File: config.mk
export PLATFORM = sky130hd
export DESIGN_NAME = filter_stream_selector
export DESIGN_NICKNAME = d
export VERILOG_FILES = /design/src/rtl/filter_stream_selector.sv
export SDC_FILE = /design/constraint.sdc
export NUM_CORES = 1
export LEC_CHECK = 0
export CORE_UTILIZATION = 58
export CTS_BUF_LIST = sky130_fd_sc_hd__clkbuf_8
export DETAILED_ROUTE_END_ITERATION = 12
export DONT_BUFFER_PORTS = 1
export PLACE_DENSITY = 0.77
export SLEW_MARGIN = 20
export SYNTH_ARGS = -nofsm -noshare
export SYNTH_HDL_FRONTEND = slang
export SYNTH_SLANG_ARGS = --single-unit
export TNS_END_PERCENT = 1
File: constraint.sdc
create_clock -name clk -period 3.4 [get_ports clk]
set_clock_uncertainty 0.1 [all_clocks]
set_input_delay 0 -clock clk [delete_from_list [all_inputs] [get_ports clk]]
set_output_delay 0 -clock clk [all_outputs]
set_load 0.01 [all_outputs]
File: src/rtl/filter_stream_selector.sv
// Selects one of NUM_CH filter sample streams onto a single framed output.
// Channel switches happen only on frame boundaries. A newly selected channel
// that is mid-frame is drained until its frame ends (ALIGN), so every output
// frame is whole. Non-selected channels are always drained.
module filter_stream_selector #(
  parameter int unsigned DATA_W    = 8,
  parameter int unsigned NUM_CH    = 2,
  parameter int unsigned FRAME_LEN = 256
) (
  input  logic                     clk,
  input  logic                     rst_n,
  input  logic [NUM_CH-1:0]        sel,
  input  logic [NUM_CH*DATA_W-1:0] in_data,
  input  logic [NUM_CH-1:0]        in_valid,
  input  logic [NUM_CH-1:0]        in_last,
  output logic [NUM_CH-1:0]        in_ready,
  output logic [DATA_W-1:0]        out_data,
  output logic                     out_valid,
  output logic                     out_last,
  input  logic                     out_ready,
  output logic [15:0]              frame_cnt,
  output logic                     len_err
);

  localparam int unsigned ACT_W = (NUM_CH > 1) ? $clog2(NUM_CH) : 1;
  localparam int unsigned CNT_W = (FRAME_LEN > 1) ? $clog2(FRAME_LEN) : 1;
  localparam logic [CNT_W-1:0] CNT_LAST = CNT_W'(FRAME_LEN - 1);

  typedef enum logic [1:0] {
    ST_IDLE   = 2'd0,
    ST_ALIGN  = 2'd1,
    ST_STREAM = 2'd2
  } state_t;

  state_t              r_state;
  state_t              w_state_nxt;
  logic [ACT_W-1:0]    r_act;
  logic [ACT_W-1:0]    w_act_nxt;
  logic [NUM_CH-1:0]   r_mid;
  logic [NUM_CH-1:0]   w_mid_nxt;
  logic [NUM_CH-1:0]   w_acc;
  logic [CNT_W-1:0]    r_cnt;
  logic                r_out_valid;
  logic [DATA_W-1:0]   r_out_data;
  logic                r_out_last;
  logic [15:0]         r_frame_cnt;
  logic                r_len_err;

  logic                w_onehot;
  logic [ACT_W-1:0]    w_sel_idx;
  logic                w_sel_mid;
  logic                w_act_acc;
  logic                w_act_last;
  logic [DATA_W-1:0]   w_act_data;
  logic                w_stream_rdy;
  logic                w_beat;
  logic                w_cnt_end;
  state_t              w_eval_state;

  // Handshakes and the mid-frame view every channel will have after this cycle
  assign w_acc        = in_valid & in_ready;
  assign w_mid_nxt    = (w_acc & ~in_last) | (~w_acc & r_mid);
  assign w_stream_rdy = !r_out_valid || out_ready;
  assign w_beat       = (r_state == ST_STREAM) && w_act_acc;
  assign w_cnt_end    = (r_cnt == CNT_LAST);

  // Decode the select vector and mux the active channel's signals
  always_comb begin
    w_onehot   = (sel != '0) && ((sel & (sel - NUM_CH'(1))) == '0);
    w_sel_idx  = '0;
    w_sel_mid  = 1'b0;
    w_act_acc  = 1'b0;
    w_act_last = 1'b0;
    w_act_data = '0;
    for (int i = 0; i < NUM_CH; i++) begin
      if (sel[i]) w_sel_idx = ACT_W'(i);
    end
    for (int i = 0; i < NUM_CH; i++) begin
      if (w_sel_idx == ACT_W'(i)) w_sel_mid = w_mid_nxt[i];
      if (r_act == ACT_W'(i)) begin
        w_act_acc  = w_acc[i];
        w_act_last = in_last[i];
        w_act_data = in_data[i*DATA_W +: DATA_W];
      end
    end
    // Mid-frame is judged after this cycle's drain so a frame start is never skipped
    if (!w_onehot)      w_eval_state = ST_IDLE;
    else if (w_sel_mid) w_eval_state = ST_ALIGN;
    else                w_eval_state = ST_STREAM;
  end

  // State and active-channel register
  always_ff @(posedge clk or negedge rst_n) begin
    if (!rst_n) begin
      r_state <= ST_IDLE;
      r_act   <= '0;
    end else begin
      r_state <= w_state_nxt;
      r_act   <= w_act_nxt;
    end
  end

  // Next state: sel is honoured only outside STREAM or at the active frame's end
  always_comb begin
    w_state_nxt = r_state;
    w_act_nxt   = r_act;
    case (r_state)
      ST_IDLE, ST_ALIGN: begin
        w_state_nxt = w_eval_state;
        if (w_onehot) w_act_nxt = w_sel_idx;
      end
      ST_STREAM: begin
        if (w_act_acc && w_act_last) begin
          w_state_nxt = w_eval_state;
          if (w_onehot) w_act_nxt = w_sel_idx;
        end
      end
      default: w_state_nxt = ST_IDLE;
    endcase
  end

  // Ready outputs: everything drains except the active channel while streaming
  always_comb begin
    in_ready = '0;
    if (rst_n) begin
      in_ready = '1;
      if (r_state == ST_STREAM) begin
        for (int i = 0; i < NUM_CH; i++) begin
          if (r_act == ACT_W'(i)) in_ready[i] = w_stream_rdy;
        end
      end
    end
  end

  // Output stage, frame counter, beat counter and length checker
  always_ff @(posedge clk or negedge rst_n) begin
    if (!rst_n) begin
      r_mid       <= '0;
      r_cnt       <= '0;
      r_out_valid <= 1'b0;
      r_out_data  <= '0;
      r_out_last  <= 1'b0;
      r_frame_cnt <= '0;
      r_len_err   <= 1'b0;
    end else begin
      r_mid     <= w_mid_nxt;
      r_len_err <= 1'b0;
      if (w_beat) begin
        r_out_valid <= 1'b1;
        r_out_data  <= w_act_data;
        r_out_last  <= w_act_last;
      end else if (out_ready) begin
        r_out_valid <= 1'b0;
      end
      if (r_out_valid && out_ready && r_out_last) begin
        r_frame_cnt <= r_frame_cnt + 16'd1;
      end
      if (w_beat) begin
        if (w_act_last || w_cnt_end) begin
          r_cnt     <= '0;
          r_len_err <= (w_act_last != w_cnt_end);
        end else begin
          r_cnt <= r_cnt + CNT_W'(1);
        end
      end
    end
  end

  assign out_valid = r_out_valid;
  assign out_data  = r_out_data;
  assign out_last  = r_out_last;
  assign frame_cnt = r_frame_cnt;
  assign len_err   = r_len_err;

endmodule

# --- After elaboration in Yosys (flattened, before gate mapping) ---
# Cells that the tools add are included.
word_totals:
  regBits: 40
  input_bits: 25
  output_inout_bits: 29
op_classes:
  addsub: 3
  eq_ne: 5
  n_mux: 21
  n_bitwise: 7
  reduce_logical: 15
ops:
  columns: ["operator", "count"]
  rows:
  - ["$add A16 B1 Y16 const B", 1]
  - ["$mux W8", 2]
  - ["$mux W1", 12]
  - ["$mux W2", 5]
  - ["$add A8 B1 Y8 const B", 1]
  - ["$and A2 B2 Y2", 4]
  - ["$eq A8 B8 Y1 const B", 1]
  - ["$reduce_bool A2 Y1", 3]
  - ["$logic_and A1 B1 Y1", 5]
  - ["$logic_not A2 Y1", 2]
  - ["$not A2 Y2", 2]
  - ["$pmux W2 S2", 1]
  - ["$eq A2 B1 Y1 const B", 1]
  - ["$eq A2 B2 Y1 const B", 1]
  - ["$logic_or A1 B1 Y1", 2]
  - ["$ne A2 B2 Y1 const B", 1]
  - ["$or A2 B2 Y2", 1]
  - ["$pmux W1 S2", 1]
  - ["$reduce_and A2 Y1", 1]
  - ["$reduce_or A2 Y1", 1]
  - ["$sub A2 B1 Y2 const B", 1]
  - ["$logic_not A1 Y1", 1]
  - ["$ne A1 B1 Y1", 1]

# --- Depth between registers and ports, before layout ---
logic_depth:
  ltp_word: 14
  mapped_depth: 7
  ltp_nobuf: 6

# --- Worst setup path before layout ---
# No wires, ideal clock.
synth_timing:
  path_kind: "flip-flop to flip-flop"
  startpoint: "register r_cnt[3]"
  endpoint: "register r_cnt[3]"
  setup_time_ns: 0.130
  arrival_time_ns: 1.391
  t_required_ns: 3.170
  path_slack_ns: 1.779
  path_stages_with_launch: 8
  period_less_slack_ns: 1.621
  cell_sequence: "dfrtp_1 and4_1 nand4_1 ha_1 buf_4 and2_1 o21ai_0 o31ai_2"
synth_between:
  elab_chain_len: 3
  elab_cells_between_ends: 4
  classes_between: "add/sub: 1; eq/ne: 1; mux: 1; reduce/logical: 1"
synth_lines:
  columns: ["element", "line_no", "text"]
  rows:
  - ["start, declared", "42", "logic [CNT_W-1:0] r_cnt;"]
  - ["start signal, assigned", "163", "r_cnt <= r_cnt + CNT_W'(1);"]
  - ["parallel branches: the longest is 2 deep, another holds $add A8 B1 Y8", null, null]
  - ["$mux W8 *", "159", "if (w_act_last || w_cnt_end) begin"]
# Every way passes the cells marked *.
# A chain may end at the register's enable or synchronous reset.

# --- Worst setup path after layout ---
layout_timing:
  startpoint: "register r_act"
  endpoint: "register r_state[0]"
layout_between:
  elab_chain_len: 12
  elab_cells_between_ends: 18
  classes_between: "eq/ne: 1; mux: 11; bitwise: 5; reduce/logical: 1"
layout_lines:
  columns: ["element", "line_no", "text"]
  rows:
  - ["start, declared", "37", "logic [ACT_W-1:0] r_act;"]
  - ["start signal, assigned", "99", "r_act <= w_act_nxt;"]
  - ["$mux W1", "129", "if (r_act == ACT_W'(i)) in_ready[i] = w_stream_rdy;"]
  - ["$mux W2", "127", "if (r_state == ST_STREAM) begin"]
  - ["$mux W2", "125", "if (rst_n) begin"]
  - ["$and A2 B2 Y2", "61", "assign w_acc = in_valid & in_ready;"]
  - ["$not A2 Y2", "62", "assign w_mid_nxt = (w_acc & ~in_last) | (~w_acc & r_mid);"]
  - ["$and A2 B2 Y2", "62", null]
  - ["$or A2 B2 Y2", "62", null]
  - ["$mux W1", "79", "if (w_sel_idx == ACT_W'(i)) w_sel_mid = w_mid_nxt[i];"]
  - ["$mux W2", "88", "else if (w_sel_mid) w_eval_state = ST_ALIGN;"]
  - ["$mux W2", "87", "if (!w_onehot) w_eval_state = ST_IDLE;"]
  - ["$mux W2", "113", "if (w_act_acc && w_act_last) begin"]
  - ["$pmux W2 S2", "107", "case (r_state)"]
  - ["end signal, assigned", "98", "r_state <= w_state_nxt;"]
  - ["end, declared", "35", "state_t r_state;"]
# Several ways; a longest one is shown, not always the timed one. The select of a mux whose other input is x is not followed.

==> flow_summary.toml <==
[critical_path]
slowest_stage = "dfrtp_1"
r2r_slack_ns = 0.88
cp-start-kind = "register"
cp_num_buf_inv = 1
path_max_fanout = 15
cp_top_family = "flip-flops"
rr_worst_depth = 5
crit_path_max_incr_delay_ns = 0.81
cp-end-kind = "register"
regToRegEndpoint = "r_state[0]$_DFFE_PN0P_"
r2r_start = "r_act$_DFFE_PN0P_"
required_ns = 3.53
crit_type = "reg -> reg"
worst_ep_arrival_time_ns = 2.65
crit_path_cell_trace = "mux2i_1 > o31ai_2 > o21ai_1 > a211oi_2 > dlygate4sd3_1"

[finish]
drive_gt1_share_pct = 11.7
final_cell_mix = "dfrtp_1 (40), nand2_1 (28), dlygate4sd3_1 (25)"
diodes = 0
design_area_um2 = 2380
final-instance-count-excl-fill = 257
area_growth_pct = 19.6
fillers = 217
layout.nets = 240
layout_commonest_cell = "dfrtp_1"

[job]
max_cap_viol_count = 0

[synth]
synth_fp_nets = 213
ys.flop_type = "dfrtp_1"
synth_top_cell_by_area = "dfrtp_1"
syn_inst = 185
syn_area_per_cell_um2 = 10.7
ys_warn_count = 0
synth_area_um2 = 1990
synth_top_area_share_pct = 50.3
ys_async_sr_fraction_pct = 100
netlist_top_cells_area = "dfrtp_1 (50%), mux2i_1 (5.5%), nand2_1 (5.3%), xnor2_1 (4.4%), o21ai_0 (3.8%)"
ys_seq_elements = 40
synth_edf_count = 0
synth_cell_type_count = 41
synth-seq-area-share_pct = 50.3

[die]
initial_core_util_pct = 63.1
core.rowCount = 20
die_x_um = 60.5
io_pins = 54
dieHeight_um = 60.5
fp.coreArea_um2 = 3150
dieArea_um2 = 3670

[detailed_routing]
wl_mm = 4.09
wl_met2_mm = 1.99
met3_length_um = 242
dr.pass1.iters = 4
avgViaCountPerCell = 5.71
top_layer = "met4"
route.detailed.drc = 0
drt_iter0_markers = 105
avgRoutedWirePerCell_um = 15.9
wl_met1_mm = 1.82
via_count = 1468
ant_nets = 0

[power_and_ir_drop]
switchingPower_mw = 0.516
pwr-share-seq_pct = 50.2
p_sw_share_pct = 34.2
pwr-share-comb_pct = 24.2
leakagePower_nw = 1.08
p_int_mw = 0.990
peakVddDrop_mv = 0.408
powerDensity_nw_per_um2 = 633
total_power_mw = 1.51
clockPowerShare_pct = 25.6

[grt]
overflow = 0
grt_pass1_wl_mm = 6.72
grt_start_max_net_pins = 44
grt_pass1_vias = 1515
grt_usage_pct = 24.9
antenna_found_initial = 0

[placement]
dp_hpwl_mm = 2.44
post-place-cells = 223
gp_congestion = 0.750
dpl_cell_area_um2 = 2000
port-buffer-count = 0

[worst_hold_path]
hold_path_depth = 3
hp-class = "in -> reg"
hp-start = "out_ready"
worst_hold_path.endpoint = "frame_cnt[3]$_DFFE_PN0P_"

[sta]
finalSetupTns_ns = 0
fmax_ghz = 0.397
grt_setup_unrepaired = "no"
slew_headroom_pct = 52.5
finalSetupViolCount = 0
tightest_slew_ns = 0.712
slew_violations = 0
finalHoldViolCount = 0
fin_crit_ns = 2.52
fin_crit_sh_pct = 74.2

[cts]
clkTransAtPathRegs_ns = 0.08
cts_setup_buffers = 0
cts_sinks = 40
numCtsBuffers = 5
clock_latency_ns = 0.29
clk_path_buf_depth = 2
cts_resized = 0
cts_tree = "built"
cts_root_buf = "clkbuf_8"
cts.htree.levels = 2

[outcome]
status = "finished, final reports clean"
[sequential cells by signal, summed over array words and instances, names as in the netlist]
name / cells
out_valid: 1
frame_cnt: 16
out_data: 8
r_cnt: 8
r_state: 2
out_last: 1
len_err: 1
r_mid: 2
r_act: 1
[power by group through the flow]
stage | clock, mW | combinational (mW) | sequential [mW]
after floorplan | 0 | 0.294 | 0.694
final | 0.386 | 0.364 | 0.755
after CTS | 0.392 | 0.353 | 0.749
after global placement | 0 | 0.264 | 0.749
after detailed placement | 0 | 0.278 | 0.755
after global routing | 0.414 | 0.410 | 0.774
[worst min-delay path, delay by kind of cell]
kind / cells / cell delay, ns
simple gates: 2 / 0.22
xor+xnor: 1 / 0.14
[final cells by class]
class / count / area (µm²) / share of cell area, %
Clock inverter: 3 / 42.5 / 1.79
Tap cell: 44 / 55.1 / 2.32
Inverter: 4 / 16.3 / 0.684
Multi-Input combinational cell: 135 / 923 / 38.8
Sequential cell: 40 / 1000 / 42.1
Clock buffer: 5 / 68.8 / 2.89
Timing Repair Buffer: 26 / 270 / 11.4
[synth_stat cells, types with 2 or more instances]
master / instances
a21o_1: 3
a21oi_1: 2
and2_1: 3
and3_1: 3
buf_2: 2
buf_4: 2
buf_6: 2
dfrtp_1: 40
ha_1: 3
inv_1: 3
mux2i_1: 11
nand2_1: 28
nand3_1: 11
nand4_1: 3
nor2_1: 6
nor2b_1: 4
nor3_1: 2
o21a_1: 2
o21ai_0: 15
o31ai_2: 6
xnor2_1: 10
xor2_1: 5
[worst max path at each step]
stage | from | to | slack (ns) | cells past startpoint
after global routing | r_act$_DFFE_PN0P_ | r_state[0]$_DFFE_PN0P_ | 0.73 | 5
final | r_act$_DFFE_PN0P_ | r_state[0]$_DFFE_PN0P_ | 0.88 | 5
after CTS | r_act$_DFFE_PN0P_ | r_state[0]$_DFFE_PN0P_ | 0.92 | 6
after floorplan | r_cnt[3]$_DFFE_PN0P_ | r_cnt[3]$_DFFE_PN0P_ | 1.78 | 7
after detailed placement | r_act$_DFFE_PN0P_ | r_cnt[6]$_DFFE_PN0P_ | 1.02 | 5
after global placement | r_act$_DFFE_PN0P_ | r_cnt[7]$_DFFE_PN0P_ | 1.14 | 5
[metal layers]
| metal | vias up | global-route usage, % |
|---|---|---|
| li1 | 700 | - |
| met1 | 714 | 29.0 |
| met2 | 50 | 44.0 |
| met3 | 4 | 6.40 |
| met4 | 0 | 9.74 |
| met5 | - | 0 |
[through the flow]
step                      worst slack [ns]  hold slack (ns)  utilization, %
after floorplan                       1.78           -0.396               -
after global placement                1.14           -0.395            63.3
after detailed placement              1.02           -0.395            63.3
after CTS                            0.924          0.00221            75.4
after global routing                 0.732           0.0163            75.4
final                                0.878           0.0103            75.4
[repair_timing]
item	CTS	global route
setup endpoints to repair	0	0
hold buffers	26	0
hold endpoints to repair	58	0
[cell families after synthesis]
| group | after synthesis | share of synthesized area (%) |
|---|---|---|
| DFF | 40 | 50.3 |
| xor gates and xnor gates | 15 | 6.61 |
| and+or+nand+nor | 70 | 18.4 |
| adders and majority gates | 3 | 1.89 |
| buffers and inverters | 10 | 3.21 |
| AOI/OAI and AO/OA | 34 | 12.6 |
| muxes | 13 | 6.86 |
(Power assumes the default switching activity.)
